<file path="src/rtl/watermark_scheduler.sv">
// Streams segment words through a watermark OR-stage, rotating through enabled
// watermark slots at frame boundaries. Two-word output FIFO with credit-based input stall.
module watermark_scheduler #(
    parameter int WIDTH     = 224,
    parameter int HEIGHT    = 96,
    parameter int WORD_W    = 32,
    parameter int NUM_SLOTS = 4,
    localparam int WPF      = WIDTH * HEIGHT / WORD_W,
    localparam int AW       = (NUM_SLOTS * WPF > 1) ? $clog2(NUM_SLOTS * WPF) : 1,
    localparam int SW       = (NUM_SLOTS > 1) ? $clog2(NUM_SLOTS) : 1,
    localparam int CW       = (WPF > 1) ? $clog2(WPF) : 1
) (
    input  logic                 clk,
    input  logic                 rst_n,
    input  logic                 cfg_enable,
    input  logic [NUM_SLOTS-1:0] cfg_slot_mask,
    input  logic [7:0]           cfg_hold,
    input  logic                 seg_valid,
    output logic                 seg_ready,
    input  logic [WORD_W-1:0]    seg_data,
    input  logic                 seg_last,
    output logic                 wm_rd_en,
    output logic [AW-1:0]        wm_rd_addr,
    input  logic [WORD_W-1:0]    wm_rd_data,
    output logic                 pix_valid,
    input  logic                 pix_ready,
    output logic [WORD_W-1:0]    pix_data,
    output logic                 pix_last,
    output logic [SW-1:0]        cur_slot,
    output logic                 frame_done,
    output logic                 err_framing,
    output logic [1:0]           dbg_state
);

    // Handshakes: a word moves when valid and ready are both 1 in the same cycle;
    // valid never waits on ready, and a raised valid holds its payload until accepted.
    localparam logic [1:0] S_IDLE  = 2'd0;
    localparam logic [1:0] S_RUN   = 2'd1;
    localparam logic [1:0] S_DRAIN = 2'd2;

    logic [1:0]        state;
    logic [CW-1:0]     word_cnt;
    logic [7:0]        hold_cnt;
    logic              stg_valid, stg_last, stg_use_wm;
    logic [WORD_W-1:0] stg_seg;
    logic [WORD_W-1:0] fifo_data [2];
    logic              fifo_last [2];
    logic              wr_ptr, rd_ptr;
    logic [1:0]        fifo_cnt;

    logic       mask_any, pop, push, accept, at_end, frame_end, open_frame, pipe_empty, credit;
    logic [2:0] occ;

    function automatic logic [SW-1:0] lowest_slot(input logic [NUM_SLOTS-1:0] mask);
        logic [SW-1:0] r;
        r = '0;
        for (int i = NUM_SLOTS - 1; i >= 0; i--)
            if (mask[i]) r = SW'(i);
        return r;
    endfunction

    function automatic logic [SW-1:0] next_slot(input logic [SW-1:0] cur,
                                                input logic [NUM_SLOTS-1:0] mask);
        logic [SW-1:0] r;
        logic          found;
        int            idx;
        r     = cur;
        found = 1'b0;
        for (int i = 1; i <= NUM_SLOTS; i++) begin
            idx = (int'(cur) + i) % NUM_SLOTS;
            if (!found && mask[idx]) begin
                r     = SW'(idx);
                found = 1'b1;
            end
        end
        return r;
    endfunction

    assign dbg_state  = state;
    assign mask_any   = |cfg_slot_mask;
    assign pix_valid  = (fifo_cnt != 2'd0);
    assign pix_data   = pix_valid ? fifo_data[rd_ptr] : '0;
    assign pix_last   = pix_valid ? fifo_last[rd_ptr] : 1'b0;
    assign pop        = pix_valid && pix_ready;
    assign push       = stg_valid;
    assign frame_done = pop && pix_last;
    assign open_frame = (word_cnt != '0);
    assign pipe_empty = !stg_valid && (fifo_cnt == 2'd0);

    // Occupancy is counted net of this cycle's pop so a full-rate stream never stalls.
    assign occ    = 3'(fifo_cnt) - 3'(pop) + 3'(stg_valid);
    assign credit = (occ < 3'd2);

    // Once enable drops, only the open frame may finish; no new frame is started.
    assign seg_ready = credit && (((state == S_RUN) && (cfg_enable || open_frame)) ||
                                  ((state == S_DRAIN) && open_frame));
    assign accept      = seg_valid && seg_ready;
    assign at_end      = (word_cnt == CW'(WPF - 1));
    assign frame_end   = seg_last || at_end;
    assign err_framing = accept && (seg_last != at_end);
    assign wm_rd_en    = accept && mask_any;
    assign wm_rd_addr  = wm_rd_en ? AW'(int'(cur_slot) * WPF + int'(word_cnt)) : '0;

    always_ff @(posedge clk or negedge rst_n) begin
        if (!rst_n) begin
            state    <= S_IDLE;
            word_cnt <= '0;
            hold_cnt <= '0;
            cur_slot <= '0;
        end else begin
            case (state)
                S_IDLE: if (cfg_enable) begin
                    state    <= S_RUN;
                    cur_slot <= lowest_slot(cfg_slot_mask);
                    hold_cnt <= '0;
                    word_cnt <= '0;
                end
                S_RUN: if (!cfg_enable) begin
                    if (open_frame) state <= S_DRAIN;
                    else if (pipe_empty) state <= S_IDLE;
                end
                S_DRAIN: begin
                    if (cfg_enable) state <= S_RUN;
                    else if (!open_frame && pipe_empty) state <= S_IDLE;
                end
                default: state <= S_IDLE;
            endcase
            if (accept) begin
                if (frame_end) begin
                    word_cnt <= '0;
                    if (hold_cnt == cfg_hold) begin
                        hold_cnt <= '0;
                        cur_slot <= next_slot(cur_slot, cfg_slot_mask);
                    end else begin
                        hold_cnt <= hold_cnt + 8'd1;
                    end
                end else begin
                    word_cnt <= word_cnt + CW'(1);
                end
            end
        end
    end

    // Stage holds the segment word while the watermark read returns one cycle later.
    always_ff @(posedge clk or negedge rst_n) begin
        if (!rst_n) begin
            stg_valid    <= 1'b0;
            stg_last     <= 1'b0;
            stg_use_wm   <= 1'b0;
            stg_seg      <= '0;
            fifo_data[0] <= '0;
            fifo_data[1] <= '0;
            fifo_last[0] <= 1'b0;
            fifo_last[1] <= 1'b0;
            wr_ptr       <= 1'b0;
            rd_ptr       <= 1'b0;
            fifo_cnt     <= 2'd0;
        end else begin
            stg_valid <= accept;
            if (accept) begin
                stg_seg    <= seg_data;
                stg_last   <= frame_end;
                stg_use_wm <= mask_any;
            end
            if (push) begin
                fifo_data[wr_ptr] <= stg_seg | (stg_use_wm ? wm_rd_data : '0);
                fifo_last[wr_ptr] <= stg_last;
                wr_ptr            <= ~wr_ptr;
            end
            if (pop) rd_ptr <= ~rd_ptr;
            fifo_cnt <= fifo_cnt + 2'(push) - 2'(pop);
        end
    end

endmodule
</file>
<file path="config.mk">
export PLATFORM = sky130hd
export DESIGN_NAME = watermark_scheduler
export DESIGN_NICKNAME = d
export VERILOG_FILES = /design/src/rtl/watermark_scheduler.sv
export SDC_FILE = /design/constraint.sdc
export NUM_CORES = 1
export LEC_CHECK = 0
export BUFFER_PORTS_ARGS = -buffer_cell sky130_fd_sc_hd__buf_2
export CORE_ASPECT_RATIO = 1.4
export CORE_MARGIN = 3
export CORE_UTILIZATION = 50
export CTS_CLUSTER_SIZE = 10
export DETAILED_ROUTE_END_ITERATION = 10
export PLACE_DENSITY = 0.74
export SLEW_MARGIN = 30
export SYNTH_ARGS = -nofsm -noshare
export SYNTH_HDL_FRONTEND = slang
export SYNTH_SLANG_ARGS = --single-unit
</file>
<file path="constraint.sdc">
create_clock -name clk -period 3.4 [get_ports clk]
set_input_delay 0.17 -clock clk [delete_from_list [all_inputs] [get_ports clk]]
set_output_delay 0.17 -clock clk [all_outputs]
set_load 0.005 [all_outputs]
</file>
==> key figures <==
Placement
  – PortBufs: 135
  – Gp weighted congestion: 0.8593
  – Detailed Place HPWL: slightly above 10000 microns

Clock network
  – Clock Path Buffers: 2
  – Root Buffer Master: clkbuf_16
  – CTS clk-pin slew, worst paths: 0.06 ns
  – Worst-Skew Late Latency: 0.40 ns
  – # H-tree levels: 4
  – Cts bufs inserted: 17
  – CTS Sinks: 127
  – CTS tree: done

Hold path
  – Hold crit path type: in2reg
  – Min-delay src: wm_rd_data[24]

Power and ir drop
  – Pleak: between 4 and 5 nW
  – Worst VDD drop: 0.0003763 V
  – Tot Pwr: 7.269 mW
  – Pwr dens: about 900 nW/um^2

STA
  – Slew Limit Fails: 0
  – Hold Fails Final Rpt: 0
  – Slew Limit Headroom: 40.41%
  – RSZ-0062 raised after global routing: false
  – Clock skew: 0.01036 ns
  – Final setup fails: 0
  – FMAX: between 0.3 and 0.4 GHz
  – Post-route clock period utilization: 95.29%
  – Tightest Pin Transition: 0.8919 ns
  – Setup TNS: 0 ns
  – Tmin final: around 3.2 ns

Worst setup path
  – WS Path Type: reg2out
  – Critical Path RT: 3.23 ns
  – Critical Path End Type: output port
  – CP arrival: 3.07 ns
  – Worst r2r src: fifo_cnt[0]
  – Crit Path Max Fanout: 5
  – CP startpoint: fifo_cnt[0]
  – Critical Path Start Type: flop

Synthesis
  – Dominant cells by area after synthesis: dfrtp_1 51%, nand2_1 8.9%, a21oi_1 6.0%
  – Syn Nets: 784
  – Register area share after synthesis: 51.22%
  – Post-Synthesis Cells: between 600 and 700
  – Register bit total from synthesis: approximately 130
  – Ys Warns: 0
  – Cell area after synthesis: between 6000 and 7000 sq um
  – Area leader, netlist: dfrtp_1
  – Avg Synthesized Cell Area: 9.005 sq um
  – Post-synthesis cell type count: 49
  – Post-synth top area share: 51.22%

Layout
  – Area Overhead vs Synth: 30.83%
  – Area of the multi-input gates: 2907 sq um
  – Nets@finish: 957
  – FILL cells: 940
  – FF+latch area: about 3200 sq um
  – Commonest non-fill, non-tap cell in the layout: nand2_1
  – Layout cell share with drive strength beyond 1: 24.11%
  – Finished Core Util: 67.67%
  – Commonest cells after routing, fill and taps aside: 146 x nand2_1, 134 x buf_2, 125 x dfrtp_1
  – ANT cells: 0

Die
  – Core footprint: 12000 sq um
  – Die width: 100.2 microns
  – Number of cell rows: between 40 and 50
  – I/O Pins: 136
  – Die span in y: approximately 140 microns
  – Die area: between 10000 and 15000 sq um
  – Starting Density: between 50% and 60%

Global route
  – GRT overflow: 0
  – Total track usage: 23.20%
  – Largest net degree at the start of global routing: 66
  – First-pass GRT wire length: 25530 microns
  – Initial antenna violation count: 0
  – Vias in the first global route: about 5400

Drt
  – Initial DRT Pass Iterations: 6
  – Total routed wirelength: 16110 microns
  – DR iter-0 viols: 339
  – Avg WL per Cell: 15.76 microns
  – Via count: 5621
  – Number of routed nets with antenna violations: 0
  – Post-route DRC: 0
  – Vias per cell: 5.500

Status
  – Status: completed

Flow run
  – Number of max-cap violations: 0
==> layer usage <==
layer	routed length, microns	global-route usage [%]	up-vias
li1	-	-	2675
met1	6425	27.84	2710
met2	8419	40.82	216
met3	1005	5.167	20
met4	257	8.090	0
met5	0	0	-
==> timing repair <==
action / CTS / global route
setup buffers: 3 / 5
hold buffers: 34 / 0
resized for setup: 5 / 11
endpoints found under the hold margin: 83 / 0
cloned: 0 / 1
endpoints found under the setup margin: 13 / 14
pin swaps: 1 / 4
==> through the flow <==
stage                     hold slack, ns  cells  cell area, sq um  worst slack, ns
final                            0.07233   1022              8118           0.1601
after global routing             0.05381   1022              8118         0.004748
after CTS                        0.05577   1016              8016          0.04877
after detailed placement          0.2446    947              7028           0.1851
after global placement            0.2321    947              7023           0.3190
after floorplan                  -0.1256    689              6205           0.2550
==> synth_stat cells (all sizes together) <==
master  count
a211oi      1
a21o        7
a21oi      74
a221o       1
a221oi      1
a22o        5
a22oi       2
a31oi       5
and2        8
and3        5
and4        2
buf         6
clkbuf     29
dfrtp     127
fa          2
ha         11
inv        17
mux2        3
mux2i      36
nand2     149
nand2b      3
nand3      14
nand3b      1
nand4       2
nor2       81
nor2b       6
nor3       11
nor3b       2
nor4        6
nor4bb      1
o211ai      2
o21ai      38
o221a       1
o22a        1
o22ai       4
o31ai       1
or2         1
or2b        1
or3         3
or3b        1
or4         2
xnor2       4
xor2       12
==> cell families (layout without fill, tap and decap cells) <==
kind of cell / count (synthesis) / count (layout) / share of synthesized area (%)
XOR/XNOR: 16 / 16 / 2.258
buffers and inverters: 52 / 237 / 3.267
flip-flops: 127 / 127 / 51.22
adder cells (fa/ha/maj): 13 / 13 / 2.863
AND/OR/NAND/NOR: 299 / 300 / 21.19
multiplexers: 39 / 39 / 6.352
AO/OA/AOI/OAI: 143 / 143 / 12.85
==> where the power goes <==
part	switching, mW	leakage (nW)	total [mW]	internal [mW]
Combinational	1.60	2.27	2.82	1.23
Clock	0.639	0.297	1.88	1.24
Sequential	0.440	1.52	2.56	2.12
Total	2.68	4.09	7.27	4.59
==> final cells by class <==
| type | instances | share of cell area (%) |
|---|---|---|
| clock inverters | 11 | 2.019 |
| multi-input cells | 511 | 35.80 |
| clock buffers | 21 | 5.549 |
| inverters | 17 | 0.8785 |
| well taps | 147 | 2.266 |
| flip-flops and latches | 127 | 39.18 |
| repair buffers | 188 | 14.30 |
==> worst paths after layout <==
| check | to | slack [ns] | depth (start not counted) |
|---|---|---|---|
| max in group asynchronous | rd_ptr | 2.20 | 3 |
| min reg2reg | stg_seg[23] | 0.47 | 2 |
| min | fifo_data[24] | 0.07 | 3 |
| max | wm_rd_addr[10] | 0.16 | 15 |
| min in group asynchronous | fifo_data[48] | 0.35 | 2 |
| max reg2reg | hold_cnt[6] | 0.19 | 15 |
==> worst max-delay path: stages (launching register included) <==
cell and delay, ns:
dfrtp_1 0.40, nor2_4 0.12, inv_2 0.05, and2_4 0.17, ha_4 0.22, inv_1 0.05
ha_2 0.16, inv_1 0.06, fa_2 0.60, nand2_2 0.08, nor3_4 0.14, nand2_2 0.10
inv_4 0.11, nand2_8 0.08, a31oi_1 0.16, buf_2 0.14
==> registers in the layout, indices dropped and copies added, names as in the netlist, 2 cells and up <==
name / flops
fifo_data: 64
stg_seg: 32
word_cnt: 10
hold_cnt: 8
cur_slot: 2
dbg_state: 2
fifo_cnt: 2
fifo_last: 2
Note: power is estimated with default switching activity, not from simulation.
